**src/rtl/cpu_pkg.sv**
```systemverilog
`default_nettype none
// +----------------------------------------------------------------------+
// | Package     : cpu_pkg                                                |
// | Description : Definitions shared by the control unit and the ALU:    |
// |               op_select codes, flag-vector bit positions, the ALU    |
// |               FSM state type and an iterative-op classifier.         |
// | Revision    : 1.0 - initial release                                  |
// +----------------------------------------------------------------------+
package cpu_pkg;

    // op_select encoding, identical to what the control unit drives
    localparam logic [4:0] OP_ADD      = 5'd1;
    localparam logic [4:0] OP_SUB      = 5'd2;
    localparam logic [4:0] OP_LSL      = 5'd3;
    localparam logic [4:0] OP_LSR      = 5'd4;
    localparam logic [4:0] OP_RSL      = 5'd5;
    localparam logic [4:0] OP_RSR      = 5'd6;
    localparam logic [4:0] OP_MUL      = 5'd7;
    localparam logic [4:0] OP_DIV      = 5'd8;
    localparam logic [4:0] OP_MOD      = 5'd9;
    localparam logic [4:0] OP_AND      = 5'd10;
    localparam logic [4:0] OP_OR       = 5'd11;
    localparam logic [4:0] OP_XOR      = 5'd12;
    localparam logic [4:0] OP_NOT      = 5'd13;
    localparam logic [4:0] OP_INC      = 5'd14;
    localparam logic [4:0] OP_DEC      = 5'd15;
    localparam logic [4:0] OP_ADDR_INC = 5'd16;
    localparam logic [4:0] OP_PASS     = 5'd17;
    localparam logic [4:0] OP_CMP      = 5'd18;
    localparam logic [4:0] OP_POW      = 5'd19;
    localparam logic [4:0] OP_LOG2     = 5'd20;
    localparam logic [4:0] OP_LOG10    = 5'd21;
    localparam logic [4:0] OP_SQRT     = 5'd22;

    // Bit positions inside the {Z,N,C,V} flag vector
    localparam logic [1:0] FLAG_Z = 2'd3;
    localparam logic [1:0] FLAG_N = 2'd2;
    localparam logic [1:0] FLAG_C = 2'd1;
    localparam logic [1:0] FLAG_V = 2'd0;

    typedef enum logic [1:0] {
        IDLE = 2'd0,
        RUN  = 2'd1,
        DONE = 2'd2
    } state_t;

    // Ops that run through the multi-cycle RUN state
    function automatic logic op_is_iterative(input logic [4:0] op);
        return (op == OP_MUL) || (op == OP_DIV) || (op == OP_MOD) ||
               (op == OP_POW) || (op == OP_SQRT);
    endfunction

endpackage
`default_nettype wire

```
**src/rtl/alu_exec_if.sv**
```systemverilog
`default_nettype none
// +----------------------------------------------------------------------+
// | Interface   : alu_exec_if                                            |
// | Description : Request/response bundle between control unit (master) |
// |               and execution ALU (slave).                             |
// |   start_i, op_select_i, a_i, b_i : request, driven by the master     |
// |   busy_o, done_o, result_o, flags_o, illegal_o : ALU response        |
// | Revision    : 1.0 - initial release                                  |
// +----------------------------------------------------------------------+
interface alu_exec_if #(
    parameter int WIDTH = 16
);
    logic             start_i;
    logic [4:0]       op_select_i;
    logic [WIDTH-1:0] a_i;
    logic [WIDTH-1:0] b_i;
    logic             busy_o;
    logic             done_o;
    logic [WIDTH-1:0] result_o;
    logic [3:0]       flags_o;
    logic             illegal_o;

    modport master (
        output start_i, op_select_i, a_i, b_i,
        input  busy_o, done_o, result_o, flags_o, illegal_o
    );

    modport slave (
        input  start_i, op_select_i, a_i, b_i,
        output busy_o, done_o, result_o, flags_o, illegal_o
    );
endinterface
`default_nettype wire

```
**src/rtl/alu_divider.sv**
```systemverilog
`default_nettype none
// +----------------------------------------------------------------------+
// | Module      : alu_divider                                            |
// | Description : One restoring-division step (one quotient bit).        |
// |   i_rem     : partial remainder                                      |
// |   i_quo     : dividend bits still to consume (MSB first); quotient   |
// |               bits shift in at the LSB                               |
// |   i_divisor : divisor                                                |
// |   o_rem, o_quo : values after this step                              |
// | Revision    : 1.0 - initial release                                  |
// +----------------------------------------------------------------------+
module alu_divider #(
    parameter int WIDTH = 16
) (
    input  wire  [WIDTH-1:0] i_rem,
    input  wire  [WIDTH-1:0] i_quo,
    input  wire  [WIDTH-1:0] i_divisor,
    output logic [WIDTH-1:0] o_rem,
    output logic [WIDTH-1:0] o_quo
);
    logic [WIDTH:0] w_shifted;
    logic [WIDTH:0] w_trial;

    // The extra top bit of w_trial is the borrow: set means "restore".
    // A zero divisor never borrows, giving an all-ones quotient and rem = A.
    assign w_shifted = {i_rem, i_quo[WIDTH-1]};
    assign w_trial   = w_shifted - {1'b0, i_divisor};
    assign o_rem     = w_trial[WIDTH] ? w_shifted[WIDTH-1:0] : w_trial[WIDTH-1:0];
    assign o_quo     = {i_quo[WIDTH-2:0], ~w_trial[WIDTH]};
endmodule
`default_nettype wire

```
**src/rtl/alu_exec.sv**
```systemverilog
`default_nettype none
// +----------------------------------------------------------------------+
// | Module      : alu_exec                                               |
// | Description : Execution-stage ALU. Single-cycle ops finish in one    |
// |               cycle; MUL/DIV/MOD/POW/SQRT iterate in RUN. Holds the  |
// |               {Z,N,C,V} flags register, written only on done.        |
// |   clk, rst : clock, synchronous active-high reset                    |
// |   bus      : alu_exec_if slave (start/op/operands in, busy/done/     |
// |              result/flags/illegal out)                               |
// | Revision    : 1.0 - initial release                                  |
// +----------------------------------------------------------------------+
module alu_exec
    import cpu_pkg::*;
#(
    parameter int WIDTH = 16
) (
    input  wire       clk,
    input  wire       rst,
    alu_exec_if.slave bus
);
    localparam int c_CW = $clog2(WIDTH);

    state_t             r_state;
    logic               r_busy, r_done, r_ill;
    logic [WIDTH-1:0]   r_result;
    logic [3:0]         r_flags;
    logic [4:0]         r_op;
    logic [c_CW-1:0]    r_cnt;
    logic [WIDTH-1:0]   r_opa;          // multiplier / dividend-quotient / exponent / radicand
    logic [2*WIDTH-1:0] r_acc, r_mcand; // MUL accumulator and shifted multiplicand
    logic [WIDTH+1:0]   r_rem;          // DIV and SQRT partial remainder
    logic [WIDTH-1:0]   r_root, r_divisor, r_pow_res, r_pow_base;
    logic               r_bzero, r_pow_ovf, r_base_ovf;

    logic [WIDTH-1:0]   w_a, w_b;
    logic [3:0]         w_sh;
    assign w_a  = bus.a_i;
    assign w_b  = bus.b_i;
    assign w_sh = w_b[3:0];

    function automatic logic [3:0] pack_flags(input logic [WIDTH-1:0] res, input logic c, input logic v);
        logic [3:0] f;
        f         = '0;
        f[FLAG_Z] = (res == '0);
        f[FLAG_N] = res[WIDTH-1];
        f[FLAG_C] = c;
        f[FLAG_V] = v;
        return f;
    endfunction

    // ---------------- single-cycle datapath ----------------
    logic [WIDTH:0]   w_sum, w_diff, w_inc, w_dec, w_lsl, w_lsr;
    logic [WIDTH-1:0] w_res;
    logic             w_c, w_v, w_upd, w_ill;
    logic [WIDTH+15:0] w_a_ext;

    assign w_sum   = {1'b0, w_a} + {1'b0, w_b};
    assign w_diff  = {1'b0, w_a} - {1'b0, w_b};
    assign w_inc   = {1'b0, w_a} + (WIDTH+1)'(1);
    assign w_dec   = {1'b0, w_a} - (WIDTH+1)'(1);
    // Extra bit catches the last bit shifted out (stays 0 for a zero shift)
    assign w_lsl   = {1'b0, w_a} << w_sh;
    assign w_lsr   = {w_a, 1'b0} >> w_sh;
    assign w_a_ext = {16'b0, w_a};

    always_comb begin
        w_res = '0;
        w_c   = 1'b0;
        w_v   = 1'b0;
        w_upd = 1'b1;
        w_ill = 1'b0;
        case (bus.op_select_i)
            OP_ADD: begin
                w_res = w_sum[WIDTH-1:0];
                w_c   = w_sum[WIDTH];
                w_v   = (w_a[WIDTH-1] == w_b[WIDTH-1]) && (w_res[WIDTH-1] != w_a[WIDTH-1]);
            end
            OP_SUB, OP_CMP: begin
                w_res = (bus.op_select_i == OP_CMP) ? w_a : w_diff[WIDTH-1:0];
                w_c   = w_diff[WIDTH];
                w_v   = (w_a[WIDTH-1] != w_b[WIDTH-1]) && (w_diff[WIDTH-1] != w_a[WIDTH-1]);
            end
            OP_LSL:  begin w_res = w_lsl[WIDTH-1:0]; w_c = w_lsl[WIDTH]; end
            OP_LSR:  begin w_res = w_lsr[WIDTH:1];   w_c = w_lsr[0];     end
            OP_RSL:  w_res = (w_a << w_sh) | (w_a >> (WIDTH - int'(w_sh)));
            OP_RSR:  w_res = (w_a >> w_sh) | (w_a << (WIDTH - int'(w_sh)));
            OP_AND:  w_res = w_a & w_b;
            OP_OR:   w_res = w_a | w_b;
            OP_XOR:  w_res = w_a ^ w_b;
            OP_NOT:  w_res = ~w_a;
            OP_INC: begin
                w_res = w_inc[WIDTH-1:0];
                w_c   = w_inc[WIDTH];
                w_v   = ~w_a[WIDTH-1] & w_res[WIDTH-1];
            end
            OP_DEC: begin
                w_res = w_dec[WIDTH-1:0];
                w_c   = w_dec[WIDTH];
                w_v   = w_a[WIDTH-1] & ~w_res[WIDTH-1];
            end
            OP_ADDR_INC: begin w_res = w_inc[WIDTH-1:0]; w_upd = 1'b0; end
            OP_PASS:     begin w_res = w_b;              w_upd = 1'b0; end
            OP_LOG2: begin
                for (int i = 0; i < WIDTH; i++) begin
                    if (w_a[i]) w_res = WIDTH'(i);
                end
                w_v = (w_a == '0);
            end
            OP_LOG10: begin
                if (w_a_ext >= (WIDTH+16)'(10))    w_res = WIDTH'(1);
                if (w_a_ext >= (WIDTH+16)'(100))   w_res = WIDTH'(2);
                if (w_a_ext >= (WIDTH+16)'(1000))  w_res = WIDTH'(3);
                if (w_a_ext >= (WIDTH+16)'(10000)) w_res = WIDTH'(4);
                w_v = (w_a == '0);
            end
            OP_MUL, OP_DIV, OP_MOD, OP_POW, OP_SQRT: w_upd = 1'b0;
            default: begin w_upd = 1'b0; w_ill = 1'b1; end
        endcase
    end

    // ---------------- iterative step datapath ----------------
    logic [2*WIDTH-1:0] w_acc_nxt, w_pow_prod, w_pow_sq;
    logic [WIDTH-1:0]   w_div_rem, w_div_quo, w_pow_res_nxt, w_root_nxt;
    logic               w_pow_ovf_nxt, w_base_ovf_nxt, w_sq_ge;
    logic [WIDTH+1:0]   w_sq_sh, w_sq_trial, w_sq_rem_nxt;

    alu_divider #(.WIDTH(WIDTH)) u_divider (
        .i_rem     (r_rem[WIDTH-1:0]),
        .i_quo     (r_opa),
        .i_divisor (r_divisor),
        .o_rem     (w_div_rem),
        .o_quo     (w_div_quo)
    );

    assign w_acc_nxt  = r_opa[0] ? (r_acc + r_mcand) : r_acc;
    assign w_pow_prod = {{WIDTH{1'b0}}, r_pow_res}  * {{WIDTH{1'b0}}, r_pow_base};
    assign w_pow_sq   = {{WIDTH{1'b0}}, r_pow_base} * {{WIDTH{1'b0}}, r_pow_base};
    assign w_pow_res_nxt = r_opa[0] ? w_pow_prod[WIDTH-1:0] : r_pow_res;
    // r_base_ovf marks a base whose true value no longer fits; multiplying it
    // into the result is an overflow even if the truncated product looks small.
    assign w_pow_ovf_nxt  = r_pow_ovf | (r_opa[0] & ((w_pow_prod[2*WIDTH-1:WIDTH] != '0) | r_base_ovf));
    assign w_base_ovf_nxt = r_base_ovf | (w_pow_sq[2*WIDTH-1:WIDTH] != '0);

    // Digit-by-digit root: bring down two radicand bits, try (root<<2)|1
    assign w_sq_sh      = (r_rem << 2) | {{WIDTH{1'b0}}, r_opa[WIDTH-1 -: 2]};
    assign w_sq_trial   = {r_root, 2'b01};
    assign w_sq_ge      = (w_sq_sh >= w_sq_trial);
    assign w_sq_rem_nxt = w_sq_ge ? (w_sq_sh - w_sq_trial) : w_sq_sh;
    assign w_root_nxt   = (r_root << 1) | {{(WIDTH-1){1'b0}}, w_sq_ge};

    logic [WIDTH-1:0] w_fin_res;
    logic             w_fin_c, w_fin_v;
    always_comb begin
        w_fin_res = w_root_nxt;
        w_fin_c   = 1'b0;
        w_fin_v   = 1'b0;
        case (r_op)
            OP_MUL: begin
                w_fin_res = w_acc_nxt[WIDTH-1:0];
                w_fin_c   = (w_acc_nxt[2*WIDTH-1:WIDTH] != '0);
                w_fin_v   = w_fin_c;
            end
            OP_DIV: begin w_fin_res = w_div_quo; w_fin_v = r_bzero; end
            OP_MOD: begin w_fin_res = w_div_rem; w_fin_v = r_bzero; end
            OP_POW: begin w_fin_res = w_pow_res_nxt; w_fin_v = w_pow_ovf_nxt; end
            default: ;
        endcase
    end

    // ---------------- control FSM ----------------
    always_ff @(posedge clk) begin
        if (rst) begin
            r_state    <= IDLE;
            r_busy     <= 1'b0;
            r_done     <= 1'b0;
            r_ill      <= 1'b0;
            r_result   <= '0;
            r_flags    <= '0;
            r_op       <= '0;
            r_cnt      <= '0;
            r_opa      <= '0;
            r_acc      <= '0;
            r_mcand    <= '0;
            r_rem      <= '0;
            r_root     <= '0;
            r_divisor  <= '0;
            r_bzero    <= 1'b0;
            r_pow_res  <= '0;
            r_pow_base <= '0;
            r_pow_ovf  <= 1'b0;
            r_base_ovf <= 1'b0;
        end else begin
            r_done <= 1'b0;
            r_ill  <= 1'b0;
            case (r_state)
                IDLE, DONE: begin
                    r_state <= IDLE;
                    if (bus.start_i) begin
                        r_op <= bus.op_select_i;
                        if (op_is_iterative(bus.op_select_i)) begin
                            r_state    <= RUN;
                            r_busy     <= 1'b1;
                            r_cnt      <= (bus.op_select_i == OP_SQRT) ? c_CW'(WIDTH/2 - 1) : c_CW'(WIDTH - 1);
                            r_opa      <= ((bus.op_select_i == OP_MUL) || (bus.op_select_i == OP_POW)) ? w_b : w_a;
                            r_acc      <= '0;
                            r_mcand    <= {{WIDTH{1'b0}}, w_a};
                            r_rem      <= '0;
                            r_root     <= '0;
                            r_divisor  <= w_b;
                            r_bzero    <= (w_b == '0);
                            r_pow_res  <= WIDTH'(1);
                            r_pow_base <= w_a;
                            r_pow_ovf  <= 1'b0;
                            r_base_ovf <= 1'b0;
                        end else begin
                            r_state  <= DONE;
                            r_done   <= 1'b1;
                            r_ill    <= w_ill;
                            r_result <= w_res;
                            if (w_upd) r_flags <= pack_flags(w_res, w_c, w_v);
                        end
                    end
                end
                RUN: begin
                    case (r_op)
                        OP_MUL: begin
                            r_acc   <= w_acc_nxt;
                            r_mcand <= r_mcand << 1;
                            r_opa   <= r_opa >> 1;
                        end
                        OP_DIV, OP_MOD: begin
                            r_rem <= {2'b00, w_div_rem};
                            r_opa <= w_div_quo;
                        end
                        OP_POW: begin
                            r_pow_res  <= w_pow_res_nxt;
                            r_pow_base <= w_pow_sq[WIDTH-1:0];
                            r_pow_ovf  <= w_pow_ovf_nxt;
                            r_base_ovf <= w_base_ovf_nxt;
                            r_opa      <= r_opa >> 1;
                        end
                        default: begin
                            r_rem  <= w_sq_rem_nxt;
                            r_root <= w_root_nxt;
                            r_opa  <= r_opa << 2;
                        end
                    endcase
                    if (r_cnt == '0) begin
                        r_state  <= DONE;
                        r_busy   <= 1'b0;
                        r_done   <= 1'b1;
                        r_result <= w_fin_res;
                        r_flags  <= pack_flags(w_fin_res, w_fin_c, w_fin_v);
                    end else begin
                        r_cnt <= r_cnt - c_CW'(1);
                    end
                end
                default: r_state <= IDLE;
            endcase
        end
    end

    assign bus.busy_o    = r_busy;
    assign bus.done_o    = r_done;
    assign bus.result_o  = r_result;
    assign bus.flags_o   = r_flags;
    assign bus.illegal_o = r_ill;
endmodule
`default_nettype wire

```
**src/flat_wrapper.sv**
```systemverilog
// flat-port wrapper written by rule: the top's interface ports become plain ports
module alu_exec_flat import cpu_pkg::*;
#(
    parameter int WIDTH = 16
)
  (clk, rst, bus_start_i, bus_op_select_i, bus_a_i, bus_b_i, bus_busy_o, bus_done_o, bus_result_o, bus_flags_o, bus_illegal_o);
  alu_exec_if #(.WIDTH(WIDTH)) bus_i ();
  input  wire clk;
  input  wire rst;
  input wire logic [$bits(bus_i.start_i)-1:0] bus_start_i;
  input wire logic [$bits(bus_i.op_select_i)-1:0] bus_op_select_i;
  input wire logic [$bits(bus_i.a_i)-1:0] bus_a_i;
  input wire logic [$bits(bus_i.b_i)-1:0] bus_b_i;
  output wire logic [$bits(bus_i.busy_o)-1:0] bus_busy_o;
  output wire logic [$bits(bus_i.done_o)-1:0] bus_done_o;
  output wire logic [$bits(bus_i.result_o)-1:0] bus_result_o;
  output wire logic [$bits(bus_i.flags_o)-1:0] bus_flags_o;
  output wire logic [$bits(bus_i.illegal_o)-1:0] bus_illegal_o;
  assign bus_i.start_i = bus_start_i;
  assign bus_i.op_select_i = bus_op_select_i;
  assign bus_i.a_i = bus_a_i;
  assign bus_i.b_i = bus_b_i;
  assign bus_busy_o = bus_i.busy_o;
  assign bus_done_o = bus_i.done_o;
  assign bus_result_o = bus_i.result_o;
  assign bus_flags_o = bus_i.flags_o;
  assign bus_illegal_o = bus_i.illegal_o;
  alu_exec #(.WIDTH(WIDTH)) u_core (.clk(clk), .rst(rst), .bus(bus_i));
endmodule
```
**config.mk**
```make
export PLATFORM = sky130hd
export DESIGN_NAME = alu_exec_flat
export DESIGN_NICKNAME = d
export VERILOG_FILES = /design/src/rtl/cpu_pkg.sv /design/src/rtl/alu_exec_if.sv /design/src/rtl/alu_divider.sv /design/src/rtl/alu_exec.sv /design/src/flat_wrapper.sv
export SDC_FILE = /design/constraint.sdc
export NUM_CORES = 2
export LEC_CHECK = 0
export ABC_CLOCK_PERIOD_IN_PS = 6900
export CORE_ASPECT_RATIO = 0.75
export CORE_MARGIN = 3
export CORE_UTILIZATION = 42
export DETAILED_ROUTE_END_ITERATION = 10
export PLACE_DENSITY = 0.58
export SLEW_MARGIN = 20
export SYNTH_ARGS = -nofsm -noshare
export SYNTH_HDL_FRONTEND = slang
export SYNTH_SLANG_ARGS = --single-unit
```
**constraint.sdc**
```tcl
create_clock -name clk -period 6.9 [get_ports clk]
set_input_delay 1.035 -clock clk [delete_from_list [all_inputs] [get_ports clk]]
set_output_delay 1.035 -clock clk [all_outputs]
set_load 0.03 [all_outputs]
```
After elaboration in Yosys (flattened, before gate mapping)
Cells that the tools add are included.
- register bits after elaboration: 197
- input port bits: 40
- output and inout port bits: 23
- word-level logic and storage cells: 233
- $add $sub $neg: 9
- multiply operators: 2
- order comparisons: 5
- eq/ne operators: 42
- shift-type cells: 6
- mux-type cells: 93
- bitwise logic cells: 19
- reductions and logical operators: 38
- operators with widths (kind ; number):
    16-bit 2-to-1 mux ; 21
    16-bit one-hot mux with 2 select lines ; 8
    16-bit one-hot mux with 15 select lines ; 1
    32-bit 2-to-1 mux ; 7
    32-bit one-hot mux with 2 select lines ; 2
    16-bit zero test ; 4
    16-bit by 16-bit multiplier with 32-bit output ; 2
    4-bit 2-to-1 mux ; 16
    16-bit one-hot mux with 4 select lines ; 1
    5-bit by 4-bit == test with 1-bit output (second input constant) ; 10
    16-bit bitwise OR ; 3
    16-bit nonzero test ; 3
    5-bit == test (second input constant) ; 8
    32-bit adder ; 1
    16-bit by 32-bit << shifter with 16-bit output ; 1
    16-bit by 32-bit >> shifter with 16-bit output ; 1
    4-bit AND reduction ; 7
    5-bit by 3-bit == test with 1-bit output (second input constant) ; 5
    22-bit OR reduction ; 1
    18-bit >= comparator ; 1
    18-bit by 2-bit bitwise OR with 18-bit output ; 1
    16-bit by 1-bit adder with 17-bit output (second input constant) ; 1
    16-bit by 16-bit adder with 17-bit output ; 1
    16-bit by 4-bit << shifter with 17-bit output ; 1
    48 further kinds ; 107

Longest topological paths before layout
- word-level depth: 21
- depth in mapped cells: 27
- depth with buffers taken out: 25

Modules after synthesis
Synthesis repeated with hierarchy kept, for this count alone.
- cell total of the unflattened synthesis: 4442
- area total of the unflattened synthesis: 35546.6 um2
- modules (own cells, without submodules) (module ; instances ; cells each ; area an instance (um2) ; seq. area each (um2)):
    alu_exec ; 1 ; 4299 ; 34424.3 ; 3943.8
    alu_divider ; 1 ; 143 ; 1122.3 ; 0.0

Least setup slack after synthesis
OpenSTA, ideal clock, no wires.
- kind: flip-flop to flip-flop
- from: register u_core.r_pow_base[3]
- to: register u_core.r_pow_ovf
- library setup time: 125 ps
- arrival time: 6534 ps
- data required time: 6775 ps
- path slack: 241 ps
- cell stages (with the launch flop): 24
- path buffers: 2
- period minus slack after synthesis: 6659 ps
- path through: dfxtp_1 -> clkbuf_1 -> clkbuf_1 -> nand2_1 -> fa_1 -> fa_1 -> inv_1 -> fa_1 -> fa_1 -> fa_1 -> inv_1 -> fa_1 -> inv_1 -> ha_1 -> a21o_1 -> a221o_1 -> a21o_1 -> or4b_1 -> o2111a_1 -> nor4_1 -> o2111a_1 -> nand3_1 -> o311ai_1 -> a21boi_1
- longest elaborated chain between the ends: 7
- RTL lines (item ; RTL line ; text):
    start, declared ; alu_exec.sv:32 ; logic [WIDTH-1:0] r_root, r_divisor, r_pow_res, r_pow_base;
    start signal, assigned ; alu_exec.sv:212 ; r_pow_base <= w_a;
    start signal, assigned ; alu_exec.sv:237 ; r_pow_base <= w_pow_sq[WIDTH-1:0];
    16-bit by 16-bit multiplier with 32-bit output ; alu_exec.sv:136 ; assign w_pow_prod = {{WIDTH{1'b0}}, r_pow_res} * {{WIDTH{1'b0}}, r_pow_base};
    16-bit nonzero test ; alu_exec.sv:141 ; assign w_pow_ovf_nxt = r_pow_ovf | (r_opa[0] & ((w_pow_prod[2*WIDTH-1:WIDTH] != '0) | r_base_ovf));
    1-bit bitwise OR ; alu_exec.sv:141 ;
    1-bit AND ; alu_exec.sv:141 ;
    1-bit bitwise OR ; alu_exec.sv:141 ;
    1-bit 2-to-1 mux ; alu_exec.sv:225 ; case (r_op)
    1-bit one-hot mux with 2 select lines ; alu_exec.sv:195 ; case (r_state)
    end signal, assigned ; alu_exec.sv:238 ; r_pow_ovf <= w_pow_ovf_nxt;
    end, declared ; alu_exec.sv:33 ; logic r_bzero, r_pow_ovf, r_base_ovf;
Every way passes these cells. The select of a mux whose other input is x is not followed.
A chain may end at the register's enable or synchronous reset.

Worst setup path in the final report
- from: register u_core.r_pow_base[10]
- to: register u_core.r_pow_ovf
The elaborated chain is that of the path after synthesis.

==> metrics <==
status=finished clean; Final period util=0.971; Worst setup SP type=flop; Yosys reg bits=197; starting density of the core=0.426; # setup viols final=0; Ys Warns=0; post-synthesis cell count=4505; largest net degree at the start of global routing=86; Most used DFF post-synth=dfxtp_1; Tot Pwr=3710 uW; Crit. Startpoint=u_core.r_pow_base[10]$_SDFFE_PP0P_; worst slew pin tran=~1100 ps; drt via density=6.07; gr usage total=0.290; Clock transition at path regs=about 100 ps; most frequent cell after synthesis=inv_1; Worst Slack Setup Final=203 ps; library cells used by synthesis=95; Synth top area share=0.202; CP max FO=10; area growth from synthesis to layout=7.84%; grt ovf=0; Setup WS pre-CTS=-5.85 ps; DRC violations left=0; Final Wtd Congestion=1.08; Vias=33900; syn_nets=~5200; Syn Area/Cell=7.98 um2; port bufs=62; CTS Buf Count=17; f_max=0.149 GHz; Clk pwr share=0.279; Logic pwr share=0.393; Post-Syn Area=35900 um2; async set-reset flop share out of synthesis=0; H-Tree Level Count=4; num rows=92; DRT Pass-1 Iters=8; CP endpoint kind=flop; DR WL/cell=23.3 um; worst min path class=flop to flop; Layout Nets=5163; CTS Hold Bufs=0; Die Width=344 um; HPWL after DPL=103000 um; final clock skew=a little under 30 ps; Post-Route WL=between 100000 and 150000 um; Reg power frac=0.327; first-pass GRT wire length=202000 um; 1st-iter DRT viols=3927; hold wc startpoint=u_core.r_root[15]$_SDFFE_PP0P_; sequential fraction of the synthesis area=0.110; post-route cell area=38800 um2; insertion delay to the later sink of the worst-skew pair=500 ps; Commonest cells post-synth=556 x inv_1, 450 x nand2_1, 363 x fa_1, 340 x nor2_1, 320 x ha_1; Int Pwr=2180 uW; Worst Path Arrival=7050 ps; total clock sinks=approximately 200; leading area contributor after synthesis=fa_1; CP Class=flop to flop; fraction of layout cells with a size suffix above 1=0.0773; Final Hold Fails=0; reg2reg start=u_core.r_pow_base[10]$_SDFFE_PP0P_; DIE AREA=89200 um2; peak supply drop=0.000194 V; number of global-route vias before repair=32300; switch share=0.413; top cells by area, synth=fa_1 20%, ha_1 11%, dfxtp_1 11%; Final ANT Viol Nets=0; MaxCap Viol Count=0; Switching Power=1530 uW; WP data required=between 7000 and 8000 ps; Post-DP Area=38000 um2; CTS Root Cell=clkbuf_16; Slew Viols, Final=0; Core Util, Final=0.459; Vert. Die Dim=259 um; number of antenna violations at the first check in global routing=4; IO Count=63; LEAKAGE=about 0.016 uW; slew margin rel.=0.229; power density over the cells=around 96 nW/um2; # diodes=0; crit path time final=6700 ps; TritonCTS clock tree=yes; Post-synth EDFFs=0; deepest clock path buffer count=2; core area=84400 um2; worst hold slack=roughly 450 ps
critical path, stage by stage (launching register included):
cell and delay [ps]:
dfxtp_1 540, buf_4 280, nand2_1 110, fa_1 520, fa_1 580, fa_1 430, fa_1 510, fa_1 430
fa_1 520, inv_1 60, ha_1 280, a21o_1 210, a21oi_1 270, o21ai_0 160, a21oi_1 240, a21boi_0 140
mux2_2 290, a2111oi_1 390, nand3_1 200, o311ai_1 300, a21boi_1 100
stage by stage:
step | setup TNS [ps] | cells
2_1_floorplan | 0 | 4505
3_3_place_gp | 0 | 5546
3_5_place_dp | -5.85 | 5546
4_1_cts | 0 | 5578
5_1_grt | -137 | 5581
6_report | 0 | 5581
cell families after synthesis:
kind of cell	count (synthesis)	share of synthesized area
simple gates	1452	0.198
mux	159	0.0605
compound gates	1047	0.201
buf+inv	867	0.0928
flops	197	0.110
xor+xnor	100	0.0244
fa+ha+maj	683	0.314
cell usage in the layout, fill, tap and decap left out, types with 16 or more instances in the layout:
| cell type | synthesis | layout |
|---|---|---|
| nor2b_1 | 31 | 29 |
| nor4_1 | 29 | 27 |
| a211o_1 | 16 | 16 |
| a211oi_1 | 87 | 86 |
| a32o_1 | 16 | 16 |
| o21a_1 | 26 | 26 |
| nand3_1 | 77 | 77 |
| ha_1 | 320 | 319 |
| xnor2_1 | 71 | 71 |
| o21bai_1 | 18 | 18 |
| a31oi_1 | 39 | 39 |
| and2_1 | 204 | 204 |
| mux2_2 | 17 | 17 |
| nand4_1 | 42 | 42 |
| nor2_1 | 340 | 336 |
| a222oi_1 | 16 | 16 |
| dfxtp_1 | 197 | 178 |
| or3_1 | 24 | 24 |
| mux4_2 | 45 | 45 |
| nand2b_1 | 49 | 48 |
| a22o_1 | 18 | 18 |
| a21oi_1 | 275 | 271 |
| nor3b_1 | 17 | 17 |
| nand2_1 | 450 | 450 |
| and3_1 | 30 | 29 |
| a221oi_1 | 18 | 18 |
| fa_1 | 363 | 361 |
| mux2i_1 | 97 | 97 |
| inv_1 | 556 | 556 |
| o21ai_0 | 132 | 131 |
| nor3_1 | 76 | 75 |
| clkbuf_16 | 0 | 17 |
| xor2_1 | 29 | 28 |
| a22oi_1 | 63 | 63 |
| a21o_1 | 46 | 46 |
| buf_4 | 7 | 154 |
| o211ai_1 | 53 | 53 |
| o22ai_1 | 23 | 22 |
| clkdlybuf4s50_1 | 0 | 59 |
per-layer routing:
layer	GRT usage	wire (um)	up-vias
met5	0.00329	121	-
met4	0.0618	2870	14
met3	0.0771	14100	203
met2	0.388	50200	1621
met1	0.456	62700	16600
li1	-	-	15400
cell type report:
cell class	count	area, um2
clock buffer	18	429
timing repair buffer	225	1900
sequential	197	3980
tap	1128	1410
multi-input combinational	3441	28800
inverter	558	2090
clock inverter	14	135
fill	8376	45600
final timing paths:
path | slack, ps | depth (start not counted) | endpoint
setup reg to reg | 200 | 20 | u_core.r_pow_ovf$_SDFFE_PP0P_
setup / recovery | 200 | 20 | u_core.r_pow_ovf$_SDFFE_PP0P_
hold reg to reg | 450 | 2 | u_core.r_root[15]$_SDFFE_PP0P_
hold / removal | 450 | 2 | u_core.r_root[15]$_SDFFE_PP0P_
power by group through the flow:
stage	logic [uW]	clock network (uW)	registers [uW]
6_report	1460	1040	1210
2_1_floorplan	944	0	1240
5_1_grt	1560	1090	1220
3_3_place_gp	1400	0	1240
4_1_cts	1410	1050	1210
3_5_place_dp	1400	0	1240
sequential cells by signal, indices dropped and copies added, names as in the netlist, 2 cells and up:
register / count
u_core.r_acc: 32
u_core.r_mcand: 32
u_core.bus.result_o: 16
u_core.r_divisor: 16
u_core.r_opa: 16
u_core.r_pow_base: 16
u_core.r_pow_res: 16
u_core.r_rem: 16
u_core.r_root: 16
u_core.r_op: 5
u_core.bus.flags_o: 4
u_core.r_cnt: 4
u_core.r_state: 2
repair_timing:
item                                    in CTS  in global routing
buffers inserted                             0                  2
endpoints found under the setup margin       2                  6
gates resized for setup                      2                 43
endpoints found under the hold margin        0                  0
pin swaps                                    0                  8
Note: power is estimated with default switching activity, not from simulation.
